## src/rtl/simple_sched_pkg.sv

```systemverilog
// simple_sched_pkg
//   Shared types and constants for the simple_sched round-robin scheduler.
//   - sched_state_t : scheduler FSM states (IDLE / EXEC / RESP)
//   - DEF_N_REQ / DEF_IN_SIZE : default requester count and operand width
//   - STAT_W : width of the optional per-requester grant counters
//   - out_size() : result width derived from the operand width
package simple_sched_pkg;

    typedef enum logic [1:0] {
        IDLE = 2'd0,
        EXEC = 2'd1,
        RESP = 2'd2
    } sched_state_t;

    localparam int DEF_N_REQ   = 4;
    localparam int DEF_IN_SIZE = 4;
    localparam int STAT_W      = 16;

    // 2*a - b needs one extra bit over the operand width.
    function automatic int out_size(input int in_size);
        return in_size + 1;
    endfunction

endpackage

```

## src/rtl/simple_sched_if.sv

```systemverilog
// simple_sched_if
//   Request/response bundle between client blocks and simple_sched.
//   master : client side (drives req_valid/req_a/req_b/rsp_ready)
//   slave  : scheduler side (drives req_ready/rsp_valid/rsp_id/rsp_data)
//   req_a/req_b pack requester i at bits [i*IN_SIZE +: IN_SIZE].
interface simple_sched_if
    import simple_sched_pkg::*;
#(
    parameter int N_REQ   = DEF_N_REQ,
    parameter int IN_SIZE = DEF_IN_SIZE
);
    localparam int ID_W     = $clog2(N_REQ);
    localparam int OUT_SIZE = out_size(IN_SIZE);

    logic [N_REQ-1:0]         req_valid;
    logic [N_REQ-1:0]         req_ready;
    logic [N_REQ*IN_SIZE-1:0] req_a;
    logic [N_REQ*IN_SIZE-1:0] req_b;
    logic                     rsp_valid;
    logic                     rsp_ready;
    logic [ID_W-1:0]          rsp_id;
    logic [OUT_SIZE-1:0]      rsp_data;

    modport master (
        output req_valid, req_a, req_b, rsp_ready,
        input  req_ready, rsp_valid, rsp_id, rsp_data
    );

    modport slave (
        input  req_valid, req_a, req_b, rsp_ready,
        output req_ready, rsp_valid, rsp_id, rsp_data
    );
endinterface

```

## src/rtl/simple_rr_pick.sv

```systemverilog
// simple_rr_pick
//   Combinational round-robin picker. Searches req starting at ptr and
//   wrapping modulo N; the first set bit wins.
//   Ports:
//     req        : N-bit request vector
//     ptr        : search start index (must be < N)
//     found      : at least one request is set
//     gnt_idx    : index of the winner (0 when nothing found)
//     gnt_onehot : one-hot winner (all zero when nothing found)
module simple_rr_pick #(
    parameter int N    = 4,
    parameter int ID_W = $clog2(N)
) (
    input  logic [N-1:0]    req,
    input  logic [ID_W-1:0] ptr,
    output logic            found,
    output logic [ID_W-1:0] gnt_idx,
    output logic [N-1:0]    gnt_onehot
);
    // Walk the offsets from the farthest to the nearest so that the
    // nearest requester (lowest offset from ptr) is written last and wins.
    always_comb begin
        int unsigned idx;
        found   = 1'b0;
        gnt_idx = '0;
        idx     = 0;
        for (int k = N - 1; k >= 0; k--) begin
            idx = int'(ptr) + k;
            if (idx >= N) begin
                idx = idx - N;
            end
            if (req[idx]) begin
                found   = 1'b1;
                gnt_idx = ID_W'(idx);
            end
        end
    end

    for (genvar gi = 0; gi < N; gi++) begin : gen_onehot
        assign gnt_onehot[gi] = found && (gnt_idx == ID_W'(gi));
    end

endmodule

```

## src/rtl/simple_sched.sv

```systemverilog
// simple_sched
//   Round-robin scheduler sharing one (2*a - b) datapath between N_REQ
//   requesters. One transaction at a time: IDLE grants and latches
//   operands, EXEC computes, RESP holds the result until rsp_ready.
//   Ports:
//     clk, rst_n : clock, asynchronous active-low reset
//     bus        : simple_sched_if.slave (request/response handshakes)
//   Optional (SIMPLE_SCHED_STATS_EN defined):
//     stat_sel   : requester index to read
//     stat_cnt   : saturating 16-bit grant count of requester stat_sel
module simple_sched
    import simple_sched_pkg::*;
#(
    parameter int N_REQ   = DEF_N_REQ,
    parameter int IN_SIZE = DEF_IN_SIZE
) (
    input  logic                       clk,
    input  logic                       rst_n,
    simple_sched_if.slave              bus
`ifdef SIMPLE_SCHED_STATS_EN
    ,
    input  logic [$clog2(N_REQ)-1:0]   stat_sel,
    output logic [STAT_W-1:0]          stat_cnt
`endif
);
    localparam int OUT_SIZE = out_size(IN_SIZE);
    localparam int ID_W     = $clog2(N_REQ);

    sched_state_t        state_reg, state_next;
    logic [ID_W-1:0]     ptr_reg;
    logic [ID_W-1:0]     gnt_reg;
    logic [IN_SIZE-1:0]  a_reg, b_reg;
    logic [OUT_SIZE-1:0] res_reg;

    logic                pick_found;
    logic [ID_W-1:0]     pick_idx;
    logic [N_REQ-1:0]    pick_onehot;
    logic                accept;
    logic                rsp_fire;
    logic [N_REQ-1:0]    ready_vec;

    logic [IN_SIZE-1:0]  a_lane [N_REQ];
    logic [IN_SIZE-1:0]  b_lane [N_REQ];

    for (genvar gi = 0; gi < N_REQ; gi++) begin : gen_lane
        assign a_lane[gi] = bus.req_a[gi*IN_SIZE +: IN_SIZE];
        assign b_lane[gi] = bus.req_b[gi*IN_SIZE +: IN_SIZE];
    end

    simple_rr_pick #(
        .N    (N_REQ),
        .ID_W (ID_W)
    ) u_pick (
        .req        (bus.req_valid),
        .ptr        (ptr_reg),
        .found      (pick_found),
        .gnt_idx    (pick_idx),
        .gnt_onehot (pick_onehot)
    );

    always_ff @(posedge clk or negedge rst_n) begin
        if (!rst_n) begin
            state_reg <= IDLE;
        end else begin
            state_reg <= state_next;
        end
    end

    always_comb begin
        state_next = state_reg;
        accept     = 1'b0;
        rsp_fire   = 1'b0;
        ready_vec  = '0;
        case (state_reg)
            IDLE: begin
                if (pick_found) begin
                    accept     = 1'b1;
                    ready_vec  = pick_onehot;
                    state_next = EXEC;
                end
            end
            EXEC: begin
                state_next = RESP;
            end
            RESP: begin
                if (bus.rsp_ready) begin
                    rsp_fire   = 1'b1;
                    state_next = IDLE;
                end
            end
            default: begin
                state_next = IDLE;
            end
        endcase
    end

    // The state register already sits in IDLE while reset is held, so the
    // ready bits are masked by rst_n to keep them low during reset.
    assign bus.req_ready = rst_n ? ready_vec : '0;
    assign bus.rsp_valid = (state_reg == RESP);
    assign bus.rsp_id    = (state_reg == RESP) ? gnt_reg : '0;
    assign bus.rsp_data  = (state_reg == RESP) ? res_reg : '0;

    always_ff @(posedge clk or negedge rst_n) begin
        if (!rst_n) begin
            ptr_reg <= '0;
            gnt_reg <= '0;
            a_reg   <= '0;
            b_reg   <= '0;
            res_reg <= '0;
        end else begin
            if (accept) begin
                a_reg   <= a_lane[pick_idx];
                b_reg   <= b_lane[pick_idx];
                gnt_reg <= pick_idx;
            end
            if (state_reg == EXEC) begin
                // {a,0} is 2*a in OUT_SIZE bits; the subtraction wraps
                // naturally as two's complement.
                res_reg <= {a_reg, 1'b0} - {1'b0, b_reg};
            end
            if (rsp_fire) begin
                ptr_reg <= (gnt_reg == ID_W'(N_REQ - 1)) ? '0 : gnt_reg + 1'b1;
            end
        end
    end

`ifdef SIMPLE_SCHED_STATS_EN
    logic [STAT_W-1:0] cnt_arr [N_REQ];

    for (genvar gi = 0; gi < N_REQ; gi++) begin : gen_stat
        logic [STAT_W-1:0] cnt_reg;

        always_ff @(posedge clk or negedge rst_n) begin
            if (!rst_n) begin
                cnt_reg <= '0;
            end else if (accept && (pick_idx == ID_W'(gi)) && (cnt_reg != {STAT_W{1'b1}})) begin
                cnt_reg <= cnt_reg + 1'b1;
            end
        end

        assign cnt_arr[gi] = cnt_reg;
    end

    // Non-power-of-two N_REQ leaves unused select codes; those read 0.
    assign stat_cnt = (int'(stat_sel) < N_REQ) ? cnt_arr[stat_sel] : '0;
`endif

endmodule

```

## src/flat_wrapper.sv

```systemverilog
// flat-port wrapper written by rule: the top's interface ports become plain ports
module simple_sched_flat import simple_sched_pkg::*;
#(
    parameter int N_REQ   = DEF_N_REQ,
    parameter int IN_SIZE = DEF_IN_SIZE
)
  (clk, rst_n, bus_req_valid, bus_req_a, bus_req_b, bus_rsp_ready, bus_req_ready, bus_rsp_valid, bus_rsp_id, bus_rsp_data);
  simple_sched_if #(.N_REQ(N_REQ), .IN_SIZE(IN_SIZE)) bus_i ();
  input  logic clk;
  input  logic rst_n;
  input wire logic [$bits(bus_i.req_valid)-1:0] bus_req_valid;
  input wire logic [$bits(bus_i.req_a)-1:0] bus_req_a;
  input wire logic [$bits(bus_i.req_b)-1:0] bus_req_b;
  input wire logic [$bits(bus_i.rsp_ready)-1:0] bus_rsp_ready;
  output wire logic [$bits(bus_i.req_ready)-1:0] bus_req_ready;
  output wire logic [$bits(bus_i.rsp_valid)-1:0] bus_rsp_valid;
  output wire logic [$bits(bus_i.rsp_id)-1:0] bus_rsp_id;
  output wire logic [$bits(bus_i.rsp_data)-1:0] bus_rsp_data;
  assign bus_i.req_valid = bus_req_valid;
  assign bus_i.req_a = bus_req_a;
  assign bus_i.req_b = bus_req_b;
  assign bus_i.rsp_ready = bus_rsp_ready;
  assign bus_req_ready = bus_i.req_ready;
  assign bus_rsp_valid = bus_i.rsp_valid;
  assign bus_rsp_id = bus_i.rsp_id;
  assign bus_rsp_data = bus_i.rsp_data;
  simple_sched #(.N_REQ(N_REQ), .IN_SIZE(IN_SIZE)) u_core (.clk(clk), .rst_n(rst_n), .bus(bus_i));
endmodule
```

## config.mk

```make
export PLATFORM = sky130hd
export DESIGN_NAME = simple_sched_flat
export DESIGN_NICKNAME = d
export VERILOG_FILES = /design/src/rtl/simple_sched_pkg.sv /design/src/rtl/simple_sched_if.sv /design/src/rtl/simple_rr_pick.sv /design/src/rtl/simple_sched.sv /design/src/flat_wrapper.sv
export SDC_FILE = /design/constraint.sdc
export NUM_CORES = 1
export LEC_CHECK = 0
export BUFFER_PORTS_ARGS = -buffer_cell sky130_fd_sc_hd__buf_4
export CAP_MARGIN = 40
export CORE_MARGIN = 2
export CORE_UTILIZATION = 33
export DETAILED_ROUTE_END_ITERATION = 6
export GPL_TIMING_DRIVEN = 0
export HOLD_SLACK_MARGIN = 0.05
export PLACE_DENSITY_LB_ADDON = 0.05
export SLEW_MARGIN = 20
export SYNTH_ARGS = -nofsm -noshare
export SYNTH_HDL_FRONTEND = slang
export SYNTH_SLANG_ARGS = --single-unit
```

## constraint.sdc

```tcl
create_clock -name clk -period 2.8 [get_ports clk]
set_input_delay 0.42 -clock clk [delete_from_list [all_inputs] [get_ports clk]]
set_output_delay 0.42 -clock clk [all_outputs]
set_load 0.02 [all_outputs]
```

==> impl_metrics.json <==
{
  "routedWlPerCell_um": 13.07,
  "drt_wl_total_um": 3084,
  "slew_headroom_pct": 66.81,
  "grt_pass1_wl_um": 5319,
  "start_kind": "register",
  "slew_viol_final": 0,
  "power_leakage_nw": 0.9341,
  "fin_ws_ps": 361.9,
  "drv_cap": 0,
  "io_pins": 51,
  "clock_path_buffers": 2,
  "whs_ps": 360.6,
  "grt_max_degree": 22,
  "postCtsHoldBufs": 1,
  "drt_drc_violations_left": 0,
  "fmax_mhz": 410.2,
  "antenna_found_initial": 0,
  "finalSetupTns_ps": 0,
  "synth_top_area_share_pct": 37.04,
  "cp-end-kind": "output pin",
  "finalClockSkew_ps": 4.355,
  "worstPathArrival_ps": 2020,
  "globalplace.congestion": 0.6982,
  "cts_resized": 0,
  "final_cell_area_mm2": 0.001775,
  "ys_types": 35,
  "cts_tree": "yes",
  "nets": 233,
  "period_minus_slack_ps": 2438,
  "hold_viol": 0,
  "yosysMostFrequentCell": "dfrtp_1",
  "via_per_inst": 4.873,
  "synth-edff-count": 0,
  "preCtsSetupSlack_ps": 565.0,
  "layout.cells.non_filler": 236,
  "min_path_type": "primary input to register",
  "synth.area.top_cells": "dfrtp_1 37%, mux2i_1 12%, nor3_1 6.2%",
  "postCtsSetupBuffers": 0,
  "setup_violations": 0,
  "ctsRootBufferMaster": "clkbuf_8",
  "grt_setup_unrepaired": "false",
  "grt-ovfl-total": 0,
  "placed_area_mm2": 0.001719,
  "crit_required_ps": 2380,
  "synth_area_leader_cell": "dfrtp_1",
  "coreArea_mm2": 0.003689,
  "grt_pass1_vias": 1205,
  "antenna_left": 0,
  "cts_buffers": 3,
  "syn_area_mm2": 0.001284,
  "drt_iter0_drc": 29,
  "syn_nets": 177,
  "drive_gt1_share_pct": 36.17,
  "async_flop_share_pct": 100.0,
  "status": "completed",
  "yosysSeqAreaShare_pct": 37.04,
  "dp_cells": 231,
  "drt-pass1-iter-count": 4,
  "syn-instance-count": 133,
  "peakVddDrop_uv": 474.7,
  "synth_common_cells": "19 x dfrtp_1, 16 x mux2i_1, 16 x nor3_1",
  "initial_core_util_pct": 34.80,
  "syn_avg_cell_area_um2": 9.652,
  "path_class": "register to output pin",
  "largest_reg_flops": 5,
  "period_share_pct": 87.08,
  "synth_seq_cells": 19,
  "dieWidth_um": 66.37,
  "clk_latency_ps": 260,
  "die_h_um": 66.37,
  "ys.warnings.count": 0,
  "fill_cells": 385,
  "hpwl_um": 2369,
  "track_usage_pct": 15.84,
  "fin_util_pct": 48.13,
  "cts_sinks": 19,
  "htreeDepth": 1,
  "io_buffers": 50,
  "worstMarginPinSlew_ps": 497.9,
  "die_area_mm2": 0.004405,
  "vias": 1150,
  "n_antenna_cell": 0,
  "cp_max_fo": 10,
  "power.density_mw_per_mm2": 960.0,
  "areaGrowthSynthToFinish_pct": 38.30,
  "synthFlopType": "dfrtp_1",
  "clk_pin_slew_worst_paths_ps": 70,
  "p_total_mw": 1.704,
  "rows": 22
}
logic make-up after synthesis:
group                    Yosys count  synth area share [%]
flip-flops                        19                 37.04
adder cells (fa/ha/maj)            5                 5.458
buffers and inverters             18                 7.407
AO/OA/AOI/OAI                     27                 15.20
XOR/XNOR                           3                 2.047
AND/OR/NAND/NOR                   42                 17.45
multiplexers                      19                 15.40
area by class of cell:
cell class	instances	area (um2)	area share (%)
Buffer	9	61.31	3.453
Clock buffer	3	41.29	2.326
Clock inverter	1	5.005	0.2819
Inverter	9	33.78	1.903
Multi-Input combinational cell	96	713.2	40.17
Sequential cell	19	475.5	26.78
Tap cell	48	60.06	3.383
Timing Repair Buffer	51	385.4	21.71
where the power goes:
group / internal, mW / switching, mW / total [mW]
Clock: 0.0990 / 0.0929 / 0.192
Sequential: 0.413 / 0.0914 / 0.505
Combinational: 0.490 / 0.518 / 1.01
Total: 1.00 / 0.702 / 1.70
per-layer routing:
metal	up-vias	global-route usage, %	routed length (um)
met1	538	17.13	1315
met2	28	30.00	1561
met3	4	4.259	176
met4	0	4.082	31
met5	-	0	0
li1	580	-	-
cells in the final DEF (no fill, tap or decap), drive strengths merged, types with 2 or more instances in the layout:
| cell type | count |
|---|---|
| a211o | 8 |
| a21o | 3 |
| a21oi | 4 |
| and2 | 7 |
| buf | 55 |
| clkbuf | 7 |
| dfrtp | 19 |
| ha | 4 |
| inv | 9 |
| mux2 | 3 |
| mux2i | 16 |
| nand2 | 8 |
| nor2 | 4 |
| nor3 | 16 |
| o21ai | 7 |
| or3 | 2 |
| xnor2 | 2 |
critical path, cell delays in order, from the launching register on:
cell      delay, ps
dfrtp_1         450
a21boi_0        250
o221ai_2        130
buf_6           170
buf_12          160
or3_4           370
nor2_2           80
buf_4           140
final timing paths:
check / endpoint / from / depth (start not counted) / slack, ps
min: u_core.state_reg[1]$_DFFE_PN0P_ / bus_rsp_ready / 2 / 360
max reg2reg: u_core.a_reg[1]$_DFFE_PN0P_ / u_core.ptr_reg[1]$_DFFE_PN0P_ / 7 / 840
min in group asynchronous: u_core.ptr_reg[1]$_DFFE_PN0P_ / rst_n / 2 / 570
max: bus_req_ready[3] / u_core.ptr_reg[1]$_DFFE_PN0P_ / 7 / 360
max in group asynchronous: u_core.res_reg[3]$_DFFE_PN0N_ / rst_n / 2 / 2010
min reg2reg: u_core.res_reg[0]$_DFFE_PN0N_ / u_core.res_reg[0]$_DFFE_PN0N_ / 2 / 470
(Power assumes the default switching activity.)
